$ cat src/rtl/uart_reg_arbiter.sv
// uart_reg_arbiter
//
// Shares the single uart_top register port between two requesters:
// m0 (core LSU) and m1 (debug/DMA). Grants are round-robin and only one
// transaction is in flight at a time. Both sides use a full 4-phase
// en/ready handshake: the requester holds en until ready, drops en, and
// then ready drops.
//
// Ports
//   clk, rst              system clock (rising edge), asynchronous active-high reset
//   mN_wr_en, mN_rd_en    requester N write / read request (both set = write)
//   mN_addr, mN_wdata     requester N register offset and write data
//   mN_rdata              requester N read data, valid while mN_ready=1, held afterwards
//   mN_ready              requester N handshake acknowledge
//   mN_int                combinational copy of uart_data_ready_int
//   uart_reg_*            register port towards uart_top
//   uart_ready            uart_top handshake acknowledge
//   uart_data_ready_int   uart_top data-ready interrupt
//   arb_err               sticky watchdog timeout flag
//
// Optional feature macro: UART_ARB_TIMEOUT_EN
//   When defined, an ISSUE-state watchdog completes a stuck transaction after
//   TIMEOUT_CYCLES cycles with read data 32'hDEAD_BEEF and sets arb_err.
//   When undefined, ISSUE waits indefinitely and arb_err is tied to 0.

module uart_reg_arbiter #(
    parameter int ADDR_W         = 32,
    parameter int DATA_W         = 32,
    parameter int TIMEOUT_CYCLES = 1024
) (
    input  logic              clk,
    input  logic              rst,

    input  logic              m0_wr_en,
    input  logic              m0_rd_en,
    input  logic [ADDR_W-1:0] m0_addr,
    input  logic [DATA_W-1:0] m0_wdata,
    output logic [DATA_W-1:0] m0_rdata,
    output logic              m0_ready,
    output logic              m0_int,

    input  logic              m1_wr_en,
    input  logic              m1_rd_en,
    input  logic [ADDR_W-1:0] m1_addr,
    input  logic [DATA_W-1:0] m1_wdata,
    output logic [DATA_W-1:0] m1_rdata,
    output logic              m1_ready,
    output logic              m1_int,

    output logic              uart_reg_wr_en,
    output logic              uart_reg_rd_en,
    output logic [ADDR_W-1:0] uart_reg_addr,
    output logic [DATA_W-1:0] uart_reg_wdata,
    input  logic [DATA_W-1:0] uart_reg_rdata,
    input  logic              uart_ready,
    input  logic              uart_data_ready_int,

    output logic              arb_err
);

    localparam logic [1:0] ST_IDLE    = 2'd0;
    localparam logic [1:0] ST_ISSUE   = 2'd1;
    localparam logic [1:0] ST_RELEASE = 2'd2;

    logic [1:0]        state;
    logic              grant;
    logic              last_grant;
    logic              m0_req;
    logic              m1_req;
    logic              pick;
    logic              sel_wr;
    logic [ADDR_W-1:0] sel_addr;
    logic [DATA_W-1:0] sel_wdata;
    logic              grant_req;

`ifdef UART_ARB_TIMEOUT_EN
    localparam int CNT_W = $clog2(TIMEOUT_CYCLES + 1);
    logic [CNT_W-1:0] timeout_cnt;
`else
    assign arb_err = 1'b0;
`endif

    assign m0_req = m0_wr_en | m0_rd_en;
    assign m1_req = m1_wr_en | m1_rd_en;

    assign m0_int = uart_data_ready_int;
    assign m1_int = uart_data_ready_int;

    // A tie goes to whoever was not served last; a lone requester wins outright.
    // The request mux follows the candidate winner so the IDLE branch can
    // register it directly. A request with both enables set is a write.
    always_comb begin
        pick      = (m0_req && m1_req) ? ~last_grant : m1_req;
        sel_wr    = pick ? m1_wr_en : m0_wr_en;
        sel_addr  = pick ? m1_addr  : m0_addr;
        sel_wdata = pick ? m1_wdata : m0_wdata;
        grant_req = grant ? m1_req : m0_req;
    end

    // Single transaction engine: IDLE registers the winning request, ISSUE
    // holds the uart side stable until uart_ready, RELEASE waits for both
    // the uart and the granted requester to finish their 4-phase handshakes.
    always_ff @(posedge clk or posedge rst) begin
        if (rst) begin
            state          <= ST_IDLE;
            grant          <= 1'b0;
            last_grant     <= 1'b1;
            uart_reg_wr_en <= 1'b0;
            uart_reg_rd_en <= 1'b0;
            uart_reg_addr  <= '0;
            uart_reg_wdata <= '0;
            m0_rdata       <= '0;
            m1_rdata       <= '0;
            m0_ready       <= 1'b0;
            m1_ready       <= 1'b0;
`ifdef UART_ARB_TIMEOUT_EN
            timeout_cnt    <= '0;
            arb_err        <= 1'b0;
`endif
        end else begin
            case (state)
                ST_IDLE: begin
                    if (m0_req || m1_req) begin
                        grant          <= pick;
                        uart_reg_wr_en <= sel_wr;
                        uart_reg_rd_en <= ~sel_wr;
                        uart_reg_addr  <= sel_addr;
                        uart_reg_wdata <= sel_wdata;
`ifdef UART_ARB_TIMEOUT_EN
                        timeout_cnt    <= '0;
`endif
                        state          <= ST_ISSUE;
                    end
                end

                // Completion does not depend on the requester still holding en.
                ST_ISSUE: begin
                    if (uart_ready) begin
                        if (grant) begin
                            m1_rdata <= uart_reg_rdata;
                            m1_ready <= 1'b1;
                        end else begin
                            m0_rdata <= uart_reg_rdata;
                            m0_ready <= 1'b1;
                        end
                        uart_reg_wr_en <= 1'b0;
                        uart_reg_rd_en <= 1'b0;
                        state          <= ST_RELEASE;
                    end
`ifdef UART_ARB_TIMEOUT_EN
                    // The counter holds the number of ISSUE cycles already
                    // spent, so this fires at the end of the TIMEOUT_CYCLES-th one.
                    else if (timeout_cnt == CNT_W'(TIMEOUT_CYCLES - 1)) begin
                        if (grant) begin
                            m1_rdata <= DATA_W'(32'hDEAD_BEEF);
                            m1_ready <= 1'b1;
                        end else begin
                            m0_rdata <= DATA_W'(32'hDEAD_BEEF);
                            m0_ready <= 1'b1;
                        end
                        uart_reg_wr_en <= 1'b0;
                        uart_reg_rd_en <= 1'b0;
                        arb_err        <= 1'b1;
                        state          <= ST_RELEASE;
                    end else begin
                        timeout_cnt <= timeout_cnt + 1'b1;
                    end
`endif
                end

                ST_RELEASE: begin
                    if (!uart_ready && !grant_req) begin
                        m0_ready   <= 1'b0;
                        m1_ready   <= 1'b0;
                        last_grant <= grant;
                        state      <= ST_IDLE;
                    end
                end

                default: state <= ST_IDLE;
            endcase
        end
    end

endmodule

$ cat config.mk
export PLATFORM = sky130hd
export DESIGN_NAME = uart_reg_arbiter
export DESIGN_NICKNAME = d
export VERILOG_FILES = /design/src/rtl/uart_reg_arbiter.sv
export SDC_FILE = /design/constraint.sdc
export NUM_CORES = 1
export LEC_CHECK = 0
export ABC_AREA = 1
export CAP_MARGIN = 10
export CELL_PAD_IN_SITES_DETAIL_PLACEMENT = 1
export CELL_PAD_IN_SITES_GLOBAL_PLACEMENT = 2
export CORE_MARGIN = 3
export CORE_UTILIZATION = 23
export DETAILED_ROUTE_END_ITERATION = 12
export GPL_TIMING_DRIVEN = 0
export PLACE_DENSITY = 0.85
export RECOVER_POWER = 50
export REMOVE_ABC_BUFFERS = 1
export SYNTH_ARGS = -nofsm -noshare
export SYNTH_HDL_FRONTEND = slang
export SYNTH_SLANG_ARGS = --single-unit
$ cat constraint.sdc
create_clock -name clk -period 11.7 [get_ports clk]
set_input_delay 1.17 -clock clk [delete_from_list [all_inputs] [get_ports clk]]
set_output_delay 1.17 -clock clk [all_outputs]
set_load 0.005 [all_outputs]
==> results of run 1 <==
==> per-layer routing <==
metal	vias up	GRT usage (%)	routed length, µm
met5	-	0	0
met4	0	3.52	148
met3	8	6.76	2300
met2	223	24.1	9600
met1	2745	17.9	9270
li1	2895	-	-
==> worst max-delay path: stages <==
cell             delay (ps)
clkdlybuf4s50_1         480
nand2_1                 130
inv_2                   110
nand2_1                1090
o21ai_0                 630
==> report_power, final <==
group | leakage [nW] | switching, mW | internal (mW)
combinational | 2.75 | 0.523 | 0.608
clock | 0.292 | 0.233 | 0.342
sequential | 1.67 | 0.127 | 0.701
==> cells in the final DEF, fill, tap and decap left out <==
cell type and instances:
nor2_2 2, dfrtp_1 135, buf_16 5, o21ai_0 59, conb_1 1, inv_2 3, nand3_1 5, inv_8 2
clkinvlp_2 1, inv_1 103, o21ai_1 73, nand2_1 272, clkdlybuf4s50_1 293, clkinvlp_4 3, dfstp_2 1, dlygate4sd3_1 5
clkbuf_16 17, inv_6 6, a21oi_1 2, nand2_4 2, bufinv_16 3, a21oi_4 1, nor2_1 71
==> path summary, 6_finish.rpt <==
kind	end	slack [ps]	depth (start not counted)
worst min-delay path	m1_rdata[22]$_DFFE_PP0P_	480	2
min in group asynchronous	uart_reg_addr[8]$_DFFE_PP0P_	1940	2
worst max register to register	m0_rdata[20]$_DFFE_PP0P_	9020	5
worst min register to register	m1_rdata[22]$_DFFE_PP0P_	480	2
worst max-delay path	m0_rdata[20]$_DFFE_PP0P_	8330	5
max in group asynchronous	last_grant$_DFFE_PP1P_	8510	3
==> metrics by stage <==
stage / utilization (%) / cells / hold slack (ps) / setup slack, ps / area (µm²)
floorplan: - / 731 / 452 / 6890 / 5850
global placement: 35.4 / 1364 / 467 / 4430 / 9250
detailed placement: 36.0 / 1369 / 468 / 8430 / 9410
CTS: 38.4 / 1400 / 493 / 8890 / 10000
global route: 38.3 / 1400 / 510 / 7980 / 10000
finish: 38.3 / 1400 / 479 / 8330 / 10000
==> layout make-up <==
type | instances | area share (%)
repair buffers | 303 | 31.2
flip-flops and latches | 136 | 34.1
clock inverters | 14 | 1.88
multi-input cells | 488 | 20.4
inverters | 107 | 4.03
well taps | 335 | 4.19
clock buffers | 17 | 4.25
==> cells by family (layout without fill, tap and decap cells) <==
| family | Yosys count | in the layout | share of synthesized area, % |
|---|---|---|---|
| buffers and inverters | 150 | 441 | 11.4 |
| other | 1 | 1 | 0.0610 |
| AND/OR/NAND/NOR | 352 | 352 | 22.0 |
| AO/OA/AOI/OAI | 135 | 135 | 11.2 |
| flip-flops | 136 | 136 | 55.4 |
==> registers in the layout (all words and copies together), names as in the netlist, 2 cells and up <==
| signal | count |
|---|---|
| m0_rdata | 32 |
| m1_rdata | 32 |
| uart_reg_addr | 32 |
| uart_reg_wdata | 32 |
| state | 2 |
==> impl_metrics.env, run 1 <==
export IMPL_status="complete, but fails checks"
export IMPL_violations="max-capacitance violations, max-slew violations"
export IMPL_io_pins=303
export IMPL_end_kind="register"
export IMPL_grt_pass1_wl_mm=33.4
export IMPL_synth_area_leader_cell="dfrtp_1"
export IMPL_rr_startpoint="state[1]$_DFFE_PP0P_"
export IMPL_layout_nets=1221
export IMPL_drc=0
export IMPL_drive_gt1_share_pct=4.32
export IMPL_ys_ff_latch=136
export IMPL_multi_input_area_um2=2040
export IMPL_rsz0062_at_grt="false"
export IMPL_areaGrowthSynthToFinish_pct=62.7
export IMPL_drt_pass1_iter_count=4
export IMPL_avgSynthCellArea_um2=7.94
export IMPL_min_from="m1_rdata[22]$_DFFE_PP0P_"
export IMPL_post_cts_buffers=0
export IMPL_setup_viol=0
export IMPL_leakage_nw=4.71
export IMPL_core_um2=26100
export IMPL_netlist_instances=774
export IMPL_root_buffer="clkbuf_16"
export IMPL_ys_flop_type="dfrtp_1"
export IMPL_startpoint="uart_ready"
export IMPL_fmax_mhz=296
export IMPL_tightest_slew_ps=2620
export IMPL_die_h_um=169
export IMPL_ir_worst_vdd_mv=0.0983
export IMPL_gp_congestion=0.760
export IMPL_ant_nets=0
export IMPL_fin_crit_sh_pct=28.8
export IMPL_worstSetupPathType="in -> reg"
export IMPL_port_buffers=298
export IMPL_hp_class="reg -> reg"
export IMPL_ys_top_cells_by_area="dfrtp_1 55%, nand2_1 17%, o21ai_1 10%"
export IMPL_crit_arrival_ps=3650
export IMPL_async_flop_share_pct=100
export IMPL_synth_warnings=0
export IMPL_slew_violations=182
export IMPL_ys_seq_area_share_pct=55.4
export IMPL_drtIter0Drc=268
export IMPL_maxCapViolCount=3
export IMPL_setup_tns_ps=0
export IMPL_grt_total_usage_pct=14.8
export IMPL_vias=5871
export IMPL_cts_sinks=136
export IMPL_clk_latency_ps=410
export IMPL_synth_top_area_share_pct=55.0
export IMPL_drt_wl_total_mm=21.3
export IMPL_finClkSkew_ps=13.6
export IMPL_cts_tree="yes"
export IMPL_cts_max_path_buffers=2
export IMPL_worstPathRequired_ps=11970
export IMPL_clk_pin_slew_ps=70
export IMPL_post_cts_resized=0
export IMPL_grt_pass1_vias=6074
export IMPL_critical_path_max_fanout=64
export IMPL_dieArea_um2=28700
export IMPL_p_total_mw=2.53
export IMPL_hpwl_mm=15.5
export IMPL_grt_max_degree=86
export IMPL_syn_area_um2=6150
export IMPL_numCtsBuffers=17
export IMPL_num_rows=59
export IMPL_synth_edf_count=0
export IMPL_fillers=3149
export IMPL_num_antenna_cells=0
export IMPL_yosysMostFrequentCell="nand2_1"
export IMPL_relSlewSlack_pct=-75.8
export IMPL_seqCellArea_um2=3400
export IMPL_finalCriticalPeriod_ps=3370
export IMPL_ys_types=20
export IMPL_h_tree_depth=4
export IMPL_overflow=0
export IMPL_synth_cells_most_frequent="271 x nand2_1, 135 x dfrtp_1, 127 x o21ai_1"
export IMPL_via_per_inst=4.19
export IMPL_hold_viol=0
export IMPL_power_density_nw_per_um2=253
export IMPL_startpoint_type="input pin"
export IMPL_antenna_found_initial=0
export IMPL_wl_per_cell_um=15.2
export IMPL_cts_hold_fix_buffers=0
export IMPL_die_w_um=169
export IMPL_start_util_pct=23.5
Power figures use the tool's default switching activity.
==> run 2, diff against run 1 <==
--- a/config.mk
+++ b/config.mk
@@ -10,10 +10,10 @@
 export CELL_PAD_IN_SITES_DETAIL_PLACEMENT = 1
 export CELL_PAD_IN_SITES_GLOBAL_PLACEMENT = 2
 export CORE_MARGIN = 3
-export CORE_UTILIZATION = 23
+export CORE_UTILIZATION = 19
 export DETAILED_ROUTE_END_ITERATION = 12
 export GPL_TIMING_DRIVEN = 0
-export PLACE_DENSITY = 0.85
+export PLACE_DENSITY = 0.75
 export RECOVER_POWER = 50
 export REMOVE_ABC_BUFFERS = 1
 export SYNTH_ARGS = -nofsm -noshare
==> constraint.sdc (replaced) <==
create_clock -name clk -period 3 [get_ports clk]
set_input_delay 0.3 -clock clk [delete_from_list [all_inputs] [get_ports clk]]
set_output_delay 0.3 -clock clk [all_outputs]
set_load 0.005 [all_outputs]
==> impl_metrics.env, run 2 (synthesis results as in run 1) <==
export IMPL_clk_latency_ps=420
export IMPL_cts_hold_fix_buffers=0
export IMPL_ir_worst_vdd_mv=0.388
export IMPL_num_rows=65
export IMPL_grt_pass1_wl_mm=34.7
export IMPL_hpwl_mm=16.2
export IMPL_maxCapViolCount=1
export IMPL_areaGrowthSynthToFinish_pct=63.4
export IMPL_antenna_found_initial=1
export IMPL_drive_gt1_share_pct=4.50
export IMPL_slew_violations=66
export IMPL_port_buffers=298
export IMPL_end_kind="register"
export IMPL_worstPathRequired_ps=3300
export IMPL_num_antenna_cells=0
export IMPL_worstSetupPathType="reg -> reg"
export IMPL_violations="max-capacitance violations, max-slew violations"
export IMPL_rsz0062_at_grt="false"
export IMPL_multi_input_area_um2=2050
export IMPL_fin_crit_sh_pct=64.0
export IMPL_finalCriticalPeriod_ps=1920
export IMPL_ant_nets=0
export IMPL_via_per_inst=4.00
export IMPL_wl_per_cell_um=15.2
export IMPL_die_h_um=186
export IMPL_gp_congestion=0.703
export IMPL_leakage_nw=4.77
export IMPL_grt_pass1_vias=6219
export IMPL_hold_viol=0
export IMPL_final_area_um2=10000
export IMPL_setup_viol=0
export IMPL_drtIter0Drc=178
export IMPL_mostFrequentLayoutCell="nand2_1"
export IMPL_post_cts_resized=0
export IMPL_power_density_nw_per_um2=957
export IMPL_root_buffer="clkbuf_16"
export IMPL_fillers=3765
export IMPL_startpoint_type="register"
export IMPL_h_tree_depth=4
export IMPL_p_total_mw=9.62
export IMPL_cts_tree="yes"
export IMPL_placed_area_um2=9490
export IMPL_grt_max_degree=82
export IMPL_final_cells=1468
export IMPL_hp_class="in -> reg"
export IMPL_cts_max_path_buffers=2
export IMPL_fmax_mhz=521
export IMPL_drt_wl_total_mm=22.3
export IMPL_setup_ws_ps=1080
export IMPL_grt_total_usage_pct=12.9
export IMPL_clk_pin_slew_ps=70
export IMPL_critical_path_max_fanout=81
export IMPL_drt_pass1_iter_count=4
export IMPL_crit_arrival_ps=2220
export IMPL_tightest_slew_ps=1590
export IMPL_drc=0
export IMPL_io_pins=303
export IMPL_die_w_um=186
export IMPL_start_util_pct=19.4
export IMPL_layout_common_cells="271 x nand2_1, 238 x clkdlybuf4s50_1, 135 x dfrtp_1, 127 x o21ai_1, 104 x inv_1"
export IMPL_post_cts_buffers=0
export IMPL_dp_cells=1436
export IMPL_core_um2=31700
export IMPL_relSlewSlack_pct=-5.78
export IMPL_vias=5874
export IMPL_layout_nets=1221
export IMPL_dieArea_um2=34500
export IMPL_cts_sinks=136
export IMPL_numCtsBuffers=17
export IMPL_pre_cts_slack_ps=623
export IMPL_overflow=0
export IMPL_finClkSkew_ps=17.7
export IMPL_seqCellArea_um2=3400
export IMPL_status="complete, but fails checks"
[run 2: worst max-delay path, stage by stage (launching register included)]
cell and delay [ps]:
dfstp_2 540, o21ai_1 110, nand2_4 450, buf_16 330
nand2_1 150, nand2_1 90, o21ai_1 50
[run 2: power breakdown]
group	total, mW	switching (mW)	internal, mW
sequential	3.19	0.460	2.73
clock	2.11	0.944	1.17
combinational	4.32	2.08	2.24
total	9.62	3.48	6.14
[run 2: worst paths after layout]
path                       slack, ps                     startpoint                            end  cells after the start
max                             1080         last_grant$_DFFE_PP1P_  uart_reg_addr[28]$_DFFE_PP0P_                      6
min                              450              uart_reg_rdata[1]        m0_rdata[1]$_DFFE_PP0P_                      3
max reg2reg                     1080         last_grant$_DFFE_PP1P_  uart_reg_addr[28]$_DFFE_PP0P_                      6
min reg2reg                      480  uart_reg_wdata[3]$_DFFE_PP0P_  uart_reg_wdata[3]$_DFFE_PP0P_                      2
max in group asynchronous       1190                            rst  uart_reg_addr[18]$_DFFE_PP0P_                      3
min in group asynchronous        790                            rst        m1_rdata[7]$_DFFE_PP0P_                      2
[run 2: layer usage]
layer,global-route usage (%),routed length [µm],up-vias
li1,-,-,2903
met1,15.7,9690,2732
met2,21.2,10100,224
met3,5.75,2330,13
met4,3.13,175,2
met5,0,7,-
[run 2: cell type report]
type                            instances  area share (%)
Clock buffer                           18            4.27
Clock inverter                         14            1.38
Inverter                              107            4.03
Multi-Input combinational cell        488            20.4
Sequential cell                       136            33.9
Tap cell                              402            5.01
Timing Repair Buffer                  303            31.0
[run 2: stage by stage]
stage / utilization, % / hold slack [ps] / setup TNS, ps
global route: 31.7 / 441 / 0
detailed placement: 29.9 / 477 / 0
floorplan: - / 452 / -126890
finish: 31.7 / 450 / 0
global placement: 29.4 / 467 / -607820
CTS: 31.7 / 383 / 0
==> run 3, diff against run 2 <==
--- a/config.mk
+++ b/config.mk
@@ -10,10 +10,10 @@
 export CELL_PAD_IN_SITES_DETAIL_PLACEMENT = 1
 export CELL_PAD_IN_SITES_GLOBAL_PLACEMENT = 2
 export CORE_MARGIN = 3
-export CORE_UTILIZATION = 19
+export CORE_UTILIZATION = 22
 export DETAILED_ROUTE_END_ITERATION = 12
 export GPL_TIMING_DRIVEN = 0
-export PLACE_DENSITY = 0.75
+export PLACE_DENSITY = 0.82
 export RECOVER_POWER = 50
 export REMOVE_ABC_BUFFERS = 1
 export SYNTH_ARGS = -nofsm -noshare
==> constraint.sdc (replaced) <==
create_clock -name clk -period 1.9 [get_ports clk]
set_input_delay 0.19 -clock clk [delete_from_list [all_inputs] [get_ports clk]]
set_output_delay 0.19 -clock clk [all_outputs]
set_load 0.005 [all_outputs]
==> impl_metrics.env, run 3 (synthesis results as in run 1) <==
export IMPL_vias=5877
export IMPL_antenna_found_initial=1
export IMPL_crit_path_frequent_cell="nand2_1"
export IMPL_num_antenna_cells=0
export IMPL_critical_path_max_fanout=89
export IMPL_die_w_um=173
export IMPL_finalCriticalPeriod_ps=1760
export IMPL_grt_pass1_vias=6123
export IMPL_crit_buf_inv=3
export IMPL_layout_common_cells="270 x nand2_1, 238 x clkdlybuf4s50_1, 135 x dfrtp_1, 126 x o21ai_1, 103 x inv_1"
export IMPL_layout_nets=1223
export IMPL_slew_violations=0
export IMPL_start_util_pct=22.6
export IMPL_overflow=0
export IMPL_root_buffer="clkbuf_16"
export IMPL_port_buffers=298
export IMPL_areaGrowthSynthToFinish_pct=63.9
export IMPL_crit_family="buffers and inverters"
export IMPL_grt_total_usage_pct=14.8
export IMPL_slowest_stage="dlygate4sd3_1"
export IMPL_gp_congestion=0.736
export IMPL_clk_pin_slew_ps=70
export IMPL_via_per_inst=4.08
export IMPL_worstSetupPathType="in -> reg"
export IMPL_drc=0
export IMPL_grt_max_degree=90
export IMPL_finClkSkew_ps=9.97
export IMPL_hold_viol=0
export IMPL_cts_hold_fix_buffers=0
export IMPL_dieArea_um2=30000
export IMPL_drive_gt1_share_pct=4.97
export IMPL_drtIter0Drc=243
export IMPL_fmax_mhz=568
export IMPL_leakage_nw=4.81
export IMPL_hp_class="in -> reg"
export IMPL_drt_pass1_iter_count=4
export IMPL_crit_arrival_ps=2060
export IMPL_grt_pass1_wl_mm=35.1
export IMPL_core_um2=27200
export IMPL_hpwl_mm=15.7
export IMPL_setup_viol=0
export IMPL_max_stage_delay_ps=570
export IMPL_ir_worst_vdd_mv=0.539
export IMPL_p_total_mw=15.5
export IMPL_numCtsBuffers=17
export IMPL_wl_per_cell_um=15.5
export IMPL_h_tree_depth=4
export IMPL_tightest_slew_ps=1360
export IMPL_cts_sinks=136
export IMPL_die_h_um=173
export IMPL_cts_tree="yes"
export IMPL_crit_chain="dlygate4sd3_1 > inv_1 > nand2_1 > nand2_8 > buf_16 > nand2_1 > nand2_1 > o21ai_1"
export IMPL_fin_crit_sh_pct=92.7
export IMPL_maxCapViolCount=0
export IMPL_num_rows=60
export IMPL_cts_max_path_buffers=2
export IMPL_relSlewSlack_pct=9.29
export IMPL_final_core_util_pct=37.1
export IMPL_worstPathRequired_ps=2200
export IMPL_ant_nets=0
export IMPL_end_kind="register"
export IMPL_clk_latency_ps=420
export IMPL_startpoint_type="input pin"
export IMPL_power_density_nw_per_um2=1540
export IMPL_mostFrequentLayoutCell="nand2_1"
export IMPL_rsz0062_at_grt="true"
export IMPL_drt_wl_total_mm=22.2
export IMPL_io_pins=303
export IMPL_status="finished clean"
-- run 3: cell types whose count changed in the layout (fill, tap and decap cells not counted), moves of 2 or more --
cell / change
clkinvlp_4: -4
clkinv_4: +3
bufinv_16: +2
inv_2: +2
nand2_2: +2
-- run 3: layout make-up --
| class | instances | area, µm² |
|---|---|---|
| well taps | 372 | 465 |
| flip-flops and latches | 136 | 3400 |
| fillers | 3259 | 17100 |
| clock inverters | 14 | 189 |
| multi-input cells | 489 | 2070 |
| inverters | 107 | 402 |
| clock buffers | 17 | 425 |
| repair buffers | 304 | 3110 |
-- run 3: metrics by stage --
| stage | cell area (µm²) | hold WS [ps] | setup TNS [ps] | worst slack (ps) | instances |
|---|---|---|---|---|---|
| final | 10100 | 342 | 0 | 139 | 1439 |
| after global routing | 10100 | 342 | -12.6 | -12.6 | 1439 |
| after CTS | 10100 | 242 | 0 | 37.4 | 1439 |
| after detailed placement | 9450 | 380 | -12300 | -315 | 1406 |
| after global placement | 9300 | 380 | -783590 | -4440 | 1401 |
| after floorplan | 5850 | 343 | -335050 | -1930 | 731 |
-- run 3: worst register-to-register path, stage by stage, from the launching register on --
cell	delay, ps
dfstp_2	540
o21ai_2	150
nand2_8	230
buf_16	310
nand2_1	220
nand2_1	90
o21ai_1	60
-- run 3: layer usage --
layer,share of wire [%],vias to the layer above,global-route usage [%]
met5,0.058,-,0
met4,0.96,2,4.32
met3,10,15,7.03
met2,45,222,23.7
met1,44,2733,17.8
li1,-,2905,-
-- run 3: worst paths after layout --
path | startpoint | end | slack (ps) | cells past startpoint
min in group asynchronous | rst | m1_rdata[20]$_DFFE_PP0P_ | 470 | 2
max in group asynchronous | rst | uart_reg_addr[5]$_DFFE_PP0P_ | 340 | 3
max reg2reg | last_grant$_DFFE_PP1P_ | uart_reg_addr[10]$_DFFE_PP0P_ | 190 | 6
min reg2reg | m0_rdata[29]$_DFFE_PP0P_ | m0_rdata[29]$_DFFE_PP0P_ | 480 | 2
max | m1_wr_en | uart_reg_addr[10]$_DFFE_PP0P_ | 140 | 8
min | uart_reg_rdata[0] | m0_rdata[0]$_DFFE_PP0P_ | 340 | 3
-- run 3: timing repair --
action	4_1_cts	5_1_grt
cloned	1	0
resized for setup	1	1
pin swaps	1	0
setup buffers	1	0
endpoints found under the setup margin	30	6
-- run 3: where the power goes --
group	switching [mW]	internal (mW)	leakage (nW)
logic	3.29	3.56	2.84
clock network	1.46	2.10	0.295
registers	0.762	4.31	1.67
